### src/rtl/seq_match_pkg.sv
// Shared state encoding, default sizing and timer-width helper for the
// sequence match controller and its window matcher.
package seq_match_pkg;

    localparam int DEF_WIN      = 9;
    localparam int DEF_CNT_W    = 8;
    localparam int DEF_TMO_BITS = 64;

    typedef enum logic [1:0] {
        IDLE,
        ARM,
        RUN,
        DONE
    } state_t;

    // The timeout timer only ever holds 0 .. tmo_bits-1.
    function automatic int tmr_width(input int tmo_bits);
        return (tmo_bits < 2) ? 1 : $clog2(tmo_bits);
    endfunction

endpackage

### src/rtl/seq_window_match.sv
// Serial shift window with a masked pattern compare on the post-shift window.
// Only WIN-1 history bits are stored; the newest bit comes straight from bit_in.
module seq_window_match
    import seq_match_pkg::*;
#(
    parameter int WIN = DEF_WIN
) (
    input  logic           clk,
    input  logic           rst,
    input  logic           shift_en,
    input  logic           clear,
    input  logic           bit_in,
    input  logic [WIN-1:0] pattern,
    input  logic [WIN-1:0] mask,
    output logic           hit
);

    logic [WIN-2:0] hist;
    logic [WIN-1:0] window_nxt;

    assign window_nxt = {hist, bit_in};
    assign hit        = ((window_nxt ^ pattern) & mask) == '0;

    always_ff @(posedge clk) begin
        if (rst || clear) begin
            hist <= '0;
        end else if (shift_en) begin
            hist <= window_nxt[WIN-2:0];
        end
    end

endmodule

### src/rtl/seq_match_ctrl.sv
// Sequence match controller: config handshake, run FSM, hit counting.
// Optional beat timeout in RUN is compiled in with SEQ_MATCH_TIMEOUT_EN.
module seq_match_ctrl
    import seq_match_pkg::*;
#(
    parameter int WIN      = DEF_WIN,
    parameter int CNT_W    = DEF_CNT_W,
    parameter int TMO_BITS = DEF_TMO_BITS
) (
    input  logic             clk,
    input  logic             rst,
    input  logic             cfg_valid,
    output logic             cfg_ready,
    input  logic [WIN-1:0]   cfg_pattern,
    input  logic [WIN-1:0]   cfg_mask,
    input  logic [CNT_W-1:0] cfg_target,
    input  logic             start,
    input  logic             abort,
    input  logic             bit_valid,
    input  logic             bit_in,
    output logic             match,
    output logic [CNT_W-1:0] match_cnt,
    output logic             busy,
    output logic             done,
    output logic             timeout
);

    localparam int FILL_W = $clog2(WIN + 1);

    state_t           state, state_nxt;
    logic [WIN-1:0]   pattern_q, mask_q;
    logic [CNT_W-1:0] target_q, cnt_q, cnt_nxt;
    logic [FILL_W-1:0] fill_q, fill_nxt;
    logic [CNT_W:0]   cnt_inc;
    logic             match_q, match_nxt;
    logic             cfg_xfer, win_shift, win_clear, win_hit;
    logic             fill_full, eval, hit_ok, target_reached;

`ifdef SEQ_MATCH_TIMEOUT_EN
    localparam int TMR_W = tmr_width(TMO_BITS);
    logic [TMR_W-1:0] tmr_q, tmr_nxt;
    logic             tmo_q, tmo_nxt;
`endif

    assign cfg_ready = (state == IDLE);
    assign cfg_xfer  = cfg_valid && cfg_ready;
    assign busy      = (state != IDLE);
    assign done      = (state == DONE) && !abort;
    assign match     = match_q;
    assign match_cnt = cnt_q;

    assign win_shift = bit_valid && ((state == ARM) || (state == RUN));
    assign win_clear = (state == IDLE) && start;
    assign fill_full = (fill_q == FILL_W'(WIN - 1));
    // In ARM only the beat that completes the window is evaluated.
    assign eval      = win_shift && ((state == RUN) || fill_full);
    assign hit_ok    = eval && win_hit && !abort;
    assign cnt_inc   = {1'b0, cnt_q} + 1'b1;
    assign target_reached = (target_q != '0) && (cnt_inc == {1'b0, target_q});

    seq_window_match #(.WIN(WIN)) u_window (
        .clk      (clk),
        .rst      (rst),
        .shift_en (win_shift),
        .clear    (win_clear),
        .bit_in   (bit_in),
        .pattern  (pattern_q),
        .mask     (mask_q),
        .hit      (win_hit)
    );

    always_comb begin
        state_nxt = state;
        fill_nxt  = fill_q;
        cnt_nxt   = cnt_q;
        match_nxt = 1'b0;
`ifdef SEQ_MATCH_TIMEOUT_EN
        tmr_nxt   = tmr_q;
        tmo_nxt   = tmo_q;
`endif
        case (state)
            IDLE: begin
                if (start) begin
                    state_nxt = ARM;
                    fill_nxt  = '0;
                    cnt_nxt   = '0;
`ifdef SEQ_MATCH_TIMEOUT_EN
                    tmr_nxt   = '0;
                    tmo_nxt   = 1'b0;
`endif
                end
            end
            ARM: begin
                if (bit_valid) begin
                    if (fill_full) state_nxt = RUN;
                    else           fill_nxt  = fill_q + 1'b1;
                end
            end
            RUN: begin
`ifdef SEQ_MATCH_TIMEOUT_EN
                // A hit on the final allowed beat wins over the timeout.
                if (bit_valid) begin
                    if (win_hit) begin
                        tmr_nxt = '0;
                    end else if (tmr_q == TMR_W'(TMO_BITS - 1)) begin
                        state_nxt = DONE;
                        tmo_nxt   = 1'b1;
                    end else begin
                        tmr_nxt = tmr_q + 1'b1;
                    end
                end
`endif
            end
            DONE:    state_nxt = IDLE;
            default: state_nxt = IDLE;
        endcase

        if (hit_ok) begin
            match_nxt = 1'b1;
            if (cnt_q != '1) cnt_nxt = cnt_q + 1'b1;
            if (target_reached) state_nxt = DONE;
        end

        if (abort && (state != IDLE)) begin
            state_nxt = IDLE;
`ifdef SEQ_MATCH_TIMEOUT_EN
            tmo_nxt   = tmo_q;
`endif
        end
    end

    always_ff @(posedge clk) begin
        if (rst) begin
            state     <= IDLE;
            pattern_q <= '0;
            mask_q    <= '0;
            target_q  <= '0;
            fill_q    <= '0;
            cnt_q     <= '0;
            match_q   <= 1'b0;
        end else begin
            state   <= state_nxt;
            fill_q  <= fill_nxt;
            cnt_q   <= cnt_nxt;
            match_q <= match_nxt;
            if (cfg_xfer) begin
                pattern_q <= cfg_pattern;
                mask_q    <= cfg_mask;
                target_q  <= cfg_target;
            end
        end
    end

`ifdef SEQ_MATCH_TIMEOUT_EN
    always_ff @(posedge clk) begin
        if (rst) begin
            tmr_q <= '0;
            tmo_q <= 1'b0;
        end else begin
            tmr_q <= tmr_nxt;
            tmo_q <= tmo_nxt;
        end
    end

    assign timeout = tmo_q;
`else
    assign timeout = 1'b0;
`endif

endmodule

### config.mk
export PLATFORM = sky130hd
export DESIGN_NAME = seq_match_ctrl
export DESIGN_NICKNAME = d
export VERILOG_FILES = /design/src/rtl/seq_match_pkg.sv /design/src/rtl/seq_window_match.sv /design/src/rtl/seq_match_ctrl.sv
export SDC_FILE = /design/constraint.sdc
export NUM_CORES = 1
export LEC_CHECK = 0
export CORE_ASPECT_RATIO = 1.75
export CORE_UTILIZATION = 52
export CTS_CLUSTER_SIZE = 8
export DETAILED_ROUTE_END_ITERATION = 8
export HOLD_SLACK_MARGIN = 0.06
export PLACE_DENSITY = 0.79
export SLEW_MARGIN = 20
export SYNTH_ARGS = -nofsm -noshare
export SYNTH_HDL_FRONTEND = slang
export SYNTH_SLANG_ARGS = --single-unit
export TNS_END_PERCENT = 50
### constraint.sdc
create_clock -name clk -period 2.99 [get_ports clk]
set_clock_uncertainty 0.05 [all_clocks]
set_input_delay 0.4485 -clock clk [delete_from_list [all_inputs] [get_ports clk]]
set_output_delay 0.4485 -clock clk [all_outputs]
set_load 0.05 [all_outputs]
# After elaboration in Yosys (flattened, before gate mapping)
# Cells that the tools add are included.
# Widths: inputs -> output; s select.
# totals
out_inout_bits,13
regBits,49
inputBits,33
# classes
n_reduce_logical,20
n_mux,15
add_sub_neg,3
eq_ne,9
n_bitwise,2
# ops
operator,n
$mux 8,4
$mux 4,3
$mux 2,5
$add 8x1->9 const B,1
$and 9x9->9,1
$eq 9x8->1,1
$logic_and 1x1->1,9
$logic_not 9->1,1
$xor 9x9->9,1
$add 8x1->8 const B,1
$ne 8x8->1 const B,1
$pmux 4 s2,1
$reduce_bool 8->1,1
$pmux 2 s3,1
$add 4x1->4 const B,1
$eq 2x2->1 const B,2
$eq 4x4->1 const B,1
$ne 2x2->1 const B,2
$reduce_and 4->1,1
$reduce_bool 2->1,2
$logic_or 1x1->1,3
$eq 2x1->1 const B,1
$logic_not 2->1,1
$ne 2x1->1 const B,1
other kinds (3),3

# Depth between registers and ports, before layout
# Gate-level depths: netlist (run 1).
# logic_depth
ltp_word,7
ltp_mapped,9
mapped_depth_nobuf,8

# Cells and area by module
# From an unflattened synthesis (run 1), not the netlist that was laid out.
# unflattened
hier_cells,307
area_unflattened_um2,2473.6
# by_module_without_submodules
mod,area_each_um2,instances,cells_per_inst
seq_match_ctrl,2068.2,1,266
seq_window_match,405.4,1,41

# Least setup slack after synthesis (run 1)
# No wires, ideal clock.
# synth_timing
path_type,register to register
start,register state[0]
end,register state[0]
arrival_time_ns,2.169
n_path_buf,0
stages_incl_launch_ff,9
period_less_slack_ns,2.280
t_required_ns,2.880
path_slack_ns,0.710
cell_sequence,dfxtp_1 inv_1 ha_1 inv_1 a21oi_1 o211ai_1 nor3_1 nand4_1 nand2_1
# synth_via
word_cells_on_any_way,19
# synth_lines
element,line,source
from (decl),seq_match_ctrl.sv:30,"state_t state, state_nxt;"
from (signal assigned),seq_match_ctrl.sv:142,state <= state_nxt;
$logic_not 2->1 *,-,
net cfg_ready,seq_match_ctrl.sv:13,"output logic cfg_ready,"
$pmux 2 s3 *,seq_match_ctrl.sv:81,case (state)
$mux 2,seq_match_ctrl.sv:121,if (target_reached) state_nxt = DONE;
$mux 2 *,seq_match_ctrl.sv:118,if (hit_ok) begin
# Mark *: on every way through the listed nets, which the timed path passes. The rest lies on a longest branch.
# A chain may end at the register's enable or synchronous reset.

# Worst setup path in the final report (run 1)
# layout_timing
start,register state[1]
end,output port busy
# layout_via
elab_chain_cells,1
# layout_lines
element,line,source
$reduce_bool 2->1,seq_match_ctrl.sv:47,assign busy = (state != IDLE);
to (decl),seq_match_ctrl.sv:23,"output logic busy,"
# No other way between the ends.

==> results of run 1 <==
## power by group
part | switching [uW] | internal (uW)
sequential | 21.0 | 677
clock | 240 | 175
combinational | 105 | 84.7
total | 365 | 936
## cell usage in the layout (no fill, tap or decap), types with 4 or more instances in the layout
| master | Yosys | routed |
|---|---|---|
| clkbuf_8 | 0 | 5 |
| nand3_1 | 19 | 19 |
| xor2_1 | 14 | 14 |
| a21oi_1 | 43 | 43 |
| nand4_1 | 4 | 4 |
| inv_1 | 8 | 8 |
| clkdlybuf4s50_1 | 0 | 44 |
| ha_1 | 8 | 8 |
| a22oi_1 | 5 | 5 |
| nand2_1 | 83 | 83 |
| o21ai_0 | 9 | 9 |
| nor2_1 | 10 | 10 |
| dfxtp_1 | 49 | 49 |
| nand3b_1 | 4 | 4 |
## path summary, 6_finish.rpt
kind	to	from	slack [ns]
worst min-delay path	mask_q[6]$_SDFFE_PP0P_	mask_q[6]$_SDFFE_PP0P_	0.42
worst min register to register	mask_q[6]$_SDFFE_PP0P_	mask_q[6]$_SDFFE_PP0P_	0.42
worst max-delay path	busy	state[1]$_SDFF_PP0_	0.43
worst max register to register	match_cnt[7]$_SDFF_PP0_	state[1]$_SDFF_PP0_	0.52
## layout make-up
type / instances / area (um2)
clock buffers: 5 / 68.8
clock inverters: 3 / 33.8
fillers: 396 / 1590
inverters: 8 / 30.0
multi-input cells: 249 / 1440
flip-flops and latches: 49 / 981
well taps: 52 / 65.1
repair buffers: 46 / 455
## kinds of logic after synthesis
| kind of cell | after synthesis | share of synthesized area |
|---|---|---|
| muxes | 2 | 0.00892 |
| and+or+nand+nor | 148 | 0.289 |
| adders and majority gates | 8 | 0.0396 |
| other | 1 | 0.00149 |
| buffers and inverters | 24 | 0.0411 |
| DFF | 49 | 0.389 |
| xor gates and xnor gates | 17 | 0.0590 |
| AOI/OAI and AO/OA | 73 | 0.172 |
## layer usage
| layer | vias to the layer above | wire (um) |
|---|---|---|
| li1 | 1176 | - |
| met1 | 1077 | 2120 |
| met2 | 42 | 3260 |
| met3 | 10 | 131 |
| met4 | 0 | 129 |
| met5 | - | 0 |
## worst reg2reg max path, delay by kind of cell (launching register included)
kind                       cells  cell delay (ns)
DFF                            1             0.41
adders and majority gates      1             0.48
AOI/OAI and AO/OA              3             0.57
and+or+nand+nor                3             0.85
buffers and inverters          1             0.09
## metrics by stage
stage	util	cell area (um2)
global route	0.659	3070
detailed placement	0.637	2970
finish	0.659	3070
global placement	0.637	2970
CTS	0.659	3070
floorplan	-	2520
## state kept, by name, indices dropped and copies added, names as in the netlist
signal,flops
target_q,8
match,1
mask_q,9
pattern_q,9
state,2
match_cnt,8
fill_q,4
u_window.hist,8
==> impl_metrics.env, run 1 <==
export IMPL_cp_start_kind="flip-flop"
export IMPL_async_reset_ff_frac=0
export IMPL_post_dp_hpwl_mm=4.38
export IMPL_syn_to_final_growth_pct=21.8
export IMPL_cts_tree="built"
export IMPL_crit_top_cell="inv_1"
export IMPL_whs_ns=0.416
export IMPL_maxCapViolCount=0
export IMPL_drt_iter0_drc=87
export IMPL_synth_cell_area_um2=2520
export IMPL_cts_resized=0
export IMPL_instances_no_fill=412
export IMPL_antenna_found_initial=0
export IMPL_synth_ff_type="dfxtp_1"
export IMPL_portBuffers=44
export IMPL_totalWireLength_mm=5.64
export IMPL_synth_seq_cells=49
export IMPL_busiest_layer="met2"
export IMPL_final_max_slew_violation_count=0
export IMPL_setup_tns_ns=0
export IMPL_timing_final_ws_setup_ns=0.430
export IMPL_cp_depth=4
export IMPL_antenna_cells=0
export IMPL_cp_required_ns=2.49
export IMPL_slew_headroom=0.481
export IMPL_num_vias=2305
export IMPL_postCtsSetupBuffers=0
export IMPL_nets=400
export IMPL_synth_distinct_cells=50
export IMPL_hold_class="flip-flop to flip-flop"
export IMPL_whs_path_depth=2
export IMPL_met3_usage=0.0388
export IMPL_avgRoutedWirePerCell_um=13.7
export IMPL_clk_latency_ns=0.31
export IMPL_fmax_mhz=391
export IMPL_grt_pass1_vias=2152
export IMPL_die_area_um2=5150
export IMPL_h_tree_depth=2
export IMPL_syn_nets=363
export IMPL_p_total_uw=1300
export IMPL_clk_path_buf_depth=2
export IMPL_clock_sinks=49
export IMPL_clk_pin_slew_ns=0.10
export IMPL_cp_arrival_ns=2.06
export IMPL_dp_cells=404
export IMPL_grt_pass1_wl_mm=9.34
export IMPL_peakVddDrop_mv=0.330
export IMPL_synth_largest_area_cell="dfxtp_1"
export IMPL_min_period_ns=2.56
export IMPL_grt_max_degree=33
export IMPL_io_pin_count=46
export IMPL_cts_hold_buffers=0
export IMPL_start_util=0.541
export IMPL_rsz0062_at_grt="no"
export IMPL_synthTopCellsByCount="nand2_1 (83), dfxtp_1 (49), a21oi_1 (43)"
export IMPL_core_um2=4670
export IMPL_place_ws_ns=0.503
export IMPL_cts_buffers=5
export IMPL_drc_errors=0
export IMPL_gp_congestion=0.823
export IMPL_cp_max_fo=8
export IMPL_cellLeakagePower_uw=0.00119
export IMPL_fin_crit_sh=0.856
export IMPL_row_count=33
export IMPL_drive_above_1_share=0.0611
export IMPL_synth_top_area_frac=0.389
export IMPL_chipHeight_um=94.2
export IMPL_yosysSeqAreaShare=0.389
export IMPL_yosysMostFrequentCell="nand2_1"
export IMPL_cts_root_buf="clkbuf_8"
export IMPL_power_density_nw_per_um2=423
export IMPL_use_met2=0.460
export IMPL_firstDrtPassIters=4
export IMPL_met1_usage=0.252
export IMPL_worstSetupPathType="flip-flop to output port"
export IMPL_ant_nets=0
export IMPL_path_cells="inv_1, ha_1, inv_1, clkdlybuf4s50_1"
export IMPL_outcome="finished, final reports clean"
export IMPL_tightest_slew_ns=0.777
export IMPL_crit_family="buffers and inverters"
export IMPL_worst_setup_path_end_kind="output port"
export IMPL_synth_edf_count=0
export IMPL_syn_avg_cell_area_um2=7.84
export IMPL_slowest_stage="clkdlybuf4s50_1"
export IMPL_rr_worst_depth=8
export IMPL_gr_total_overflow=0
export IMPL_synthCells=322
export IMPL_setup_viol=0
export IMPL_hold_viol=0
export IMPL_fp_dieW_um=54.7
export IMPL_max_stage_delay_ns=0.81
export IMPL_critPathBufInv=3
export IMPL_synthTopCellsByArea="dfxtp_1 (39%), nand2_1 (12%), a21oi_1 (8.5%)"
export IMPL_grt_usage=0.248
export IMPL_yosys_warnings=0
export IMPL_via_per_inst=5.59
Power figures use the tool's default switching activity.
==> run 2: changes to the inputs <==
--- a/config.mk
+++ b/config.mk
@@ -5,6 +5,7 @@
 export SDC_FILE = /design/constraint.sdc
 export NUM_CORES = 1
 export LEC_CHECK = 0
+export CAP_MARGIN = 20
 export CORE_ASPECT_RATIO = 1.75
 export CORE_UTILIZATION = 52
 export CTS_CLUSTER_SIZE = 8
==> results of run 2 <==
Final layout, timing and power as in run 1 (identical DEF).
==> run 3: changes to the inputs <==
--- a/config.mk
+++ b/config.mk
@@ -7,11 +7,11 @@
 export LEC_CHECK = 0
 export CAP_MARGIN = 20
 export CORE_ASPECT_RATIO = 1.75
-export CORE_UTILIZATION = 52
+export CORE_UTILIZATION = 47
 export CTS_CLUSTER_SIZE = 8
 export DETAILED_ROUTE_END_ITERATION = 8
 export HOLD_SLACK_MARGIN = 0.06
-export PLACE_DENSITY = 0.79
+export PLACE_DENSITY = 0.76
 export SLEW_MARGIN = 20
 export SYNTH_ARGS = -nofsm -noshare
 export SYNTH_HDL_FRONTEND = slang
==> constraint.sdc (replaced) <==
create_clock -name clk -period 2.2 [get_ports clk]
set_clock_uncertainty 0.05 [all_clocks]
set_input_delay 0.33 -clock clk [delete_from_list [all_inputs] [get_ports clk]]
set_output_delay 0.33 -clock clk [all_outputs]
set_load 0.05 [all_outputs]
==> run 3 against run 2 <==
The run now ends with DRC left. Worst setup slack got worse by 0.36 ns. Final cell count increased by 4.9%. Cell area rose by 5.1%. Largest power group unchanged.
==> impl_metrics.env, run 3 (same netlist as run 1, synthesis figures left out) <==
export IMPL_outcome="finished with violations"
export IMPL_violations="DRC"
export IMPL_hold_class="flip-flop to flip-flop"
export IMPL_cp_required_ns=1.82
export IMPL_timing_final_ws_setup_ns=0.0692
export IMPL_grt_pass1_vias=2332
export IMPL_final_max_slew_violation_count=0
export IMPL_fill_cells=472
export IMPL_cts_buffers=5
export IMPL_chipHeight_um=99.0
export IMPL_gp_congestion=0.925
export IMPL_setup_viol=0
export IMPL_clk_latency_ns=0.31
export IMPL_firstDrtPassIters=7
export IMPL_nets=417
export IMPL_portBuffers=44
export IMPL_h_tree_depth=2
export IMPL_clk_pin_slew_ns=0.09
export IMPL_rsz0062_at_grt="no"
export IMPL_worstSetupPathType="flip-flop to output port"
export IMPL_layout_common_cells="nand2_1 (83), dfxtp_1 (48), a21oi_1 (43)"
export IMPL_antenna_cells=0
export IMPL_max_stage_delay_ns=0.88
export IMPL_fmax_mhz=469
export IMPL_setup_tns_ns=0
export IMPL_row_count=35
export IMPL_cellLeakagePower_uw=0.00129
export IMPL_path_cells="clkdlybuf4s50_1"
export IMPL_avgRoutedWirePerCell_um=13.8
export IMPL_critPathBufInv=1
export IMPL_power_density_nw_per_um2=581
export IMPL_fp_dieW_um=57.4
export IMPL_gr_total_overflow=0
export IMPL_min_period_ns=2.13
export IMPL_whs_ns=0.416
export IMPL_cp_start_kind="flip-flop"
export IMPL_mostFrequentLayoutCell="nand2_1"
export IMPL_cts_root_buf="clkbuf_8"
export IMPL_clock_sinks=49
export IMPL_hold_viol=0
export IMPL_internal_power_uw=1400
export IMPL_core_um2=5210
export IMPL_grt_usage=0.229
export IMPL_cp_max_fo=12
export IMPL_crit_family="buffers and inverters"
export IMPL_maxCapViolCount=0
export IMPL_top_regs="mask_q: 9 flops, pattern_q: 9 flops"
export IMPL_drive_above_1_share=0.117
export IMPL_cts_hold_buffers=0
export IMPL_place_ws_ns=-0.0249
export IMPL_fin_crit_sh=0.969
export IMPL_grt_pass1_wl_mm=10.1
export IMPL_syn_to_final_growth_pct=28.0
export IMPL_drt_iter0_drc=121
export IMPL_combPwrFrac=0.151
export IMPL_worst_setup_path_end_kind="output port"
export IMPL_cts_tree="built"
export IMPL_die_area_um2=5680
export IMPL_drc_errors=4
export IMPL_num_vias=2405
export IMPL_clk_path_buf_depth=2
export IMPL_io_pin_count=46
export IMPL_p_switching_uw=482
export IMPL_antenna_found_initial=0
export IMPL_cp_arrival_ns=1.75
export IMPL_totalWireLength_mm=5.96
export IMPL_ant_nets=0
export IMPL_clockPowerShare=0.344
export IMPL_start_util=0.485
export IMPL_via_per_inst=5.57
export IMPL_slowest_stage="clkdlybuf4s50_1"
export IMPL_grt_max_degree=30
export IMPL_swShare=0.256
export IMPL_seqPwrFrac=0.505
export IMPL_post_dp_hpwl_mm=4.65
export IMPL_peakVddDrop_mv=0.418
-- run 3: stage by stage --
step	cells	utilization	total power, uW	cell area (um2)
3_5_place_dp	424	0.597	1250	3110
5_1_grt	432	0.620	1950	3230
6_report	432	0.620	1880	3230
3_3_place_gp	424	0.597	1250	3110
2_1_floorplan	322	-	1130	2530
4_1_cts	432	0.618	1890	3220
-- run 3: power by group through the flow --
stage	logic, uW	registers (uW)	clock network, uW
after floorplan	167	960	0
after global placement	279	967	0
after detailed placement	283	969	0
after CTS	283	948	655
after global routing	314	953	685
final	284	948	646
-- run 3: final timing paths --
kind                           startpoint                 endpoint  slack (ns)  cells after the start
setup / recovery  match_cnt[6]$_SDFF_PP0_             match_cnt[6]        0.07                      1
hold / removal     mask_q[7]$_SDFFE_PP0P_   mask_q[7]$_SDFFE_PP0P_        0.42                      2
setup reg to reg      state[1]$_SDFF_PP0_  match_cnt[6]$_SDFF_PP0_        0.18                      8
hold reg to reg    mask_q[7]$_SDFFE_PP0P_   mask_q[7]$_SDFFE_PP0P_        0.42                      2
-- run 3: cell type report --
type                       count  area, um2  share of cell area
clock buffer                   5       68.8              0.0213
clock inverter                 3       43.8              0.0136
inverter                       8       30.0             0.00929
multi-input combinational    249       1450               0.449
sequential                    49        982               0.304
tap                           55       68.8              0.0213
timing repair buffer          63        588               0.182
-- run 3: what timing repair did --
action,CTS,global route
gates resized for setup,0,2
setup buffers,0,0
setup endpoints to repair,0,4
-- run 3: routing by layer --
layer / global-route usage / share of wire
met3: 0.0315 / 0.027
met2: 0.425 / 0.55
met4: 0.131 / 0.043
met5: 0 / 0
met1: 0.235 / 0.38
-- run 3: worst reg2reg max path, delay by kind of cell (launching register included) --
kind | cells | cell delay (ns)
compound gates | 4 | 0.83
fa+ha+maj | 1 | 0.36
flops | 1 | 0.34
simple gates | 2 | 0.25
buf+inv | 1 | 0.07
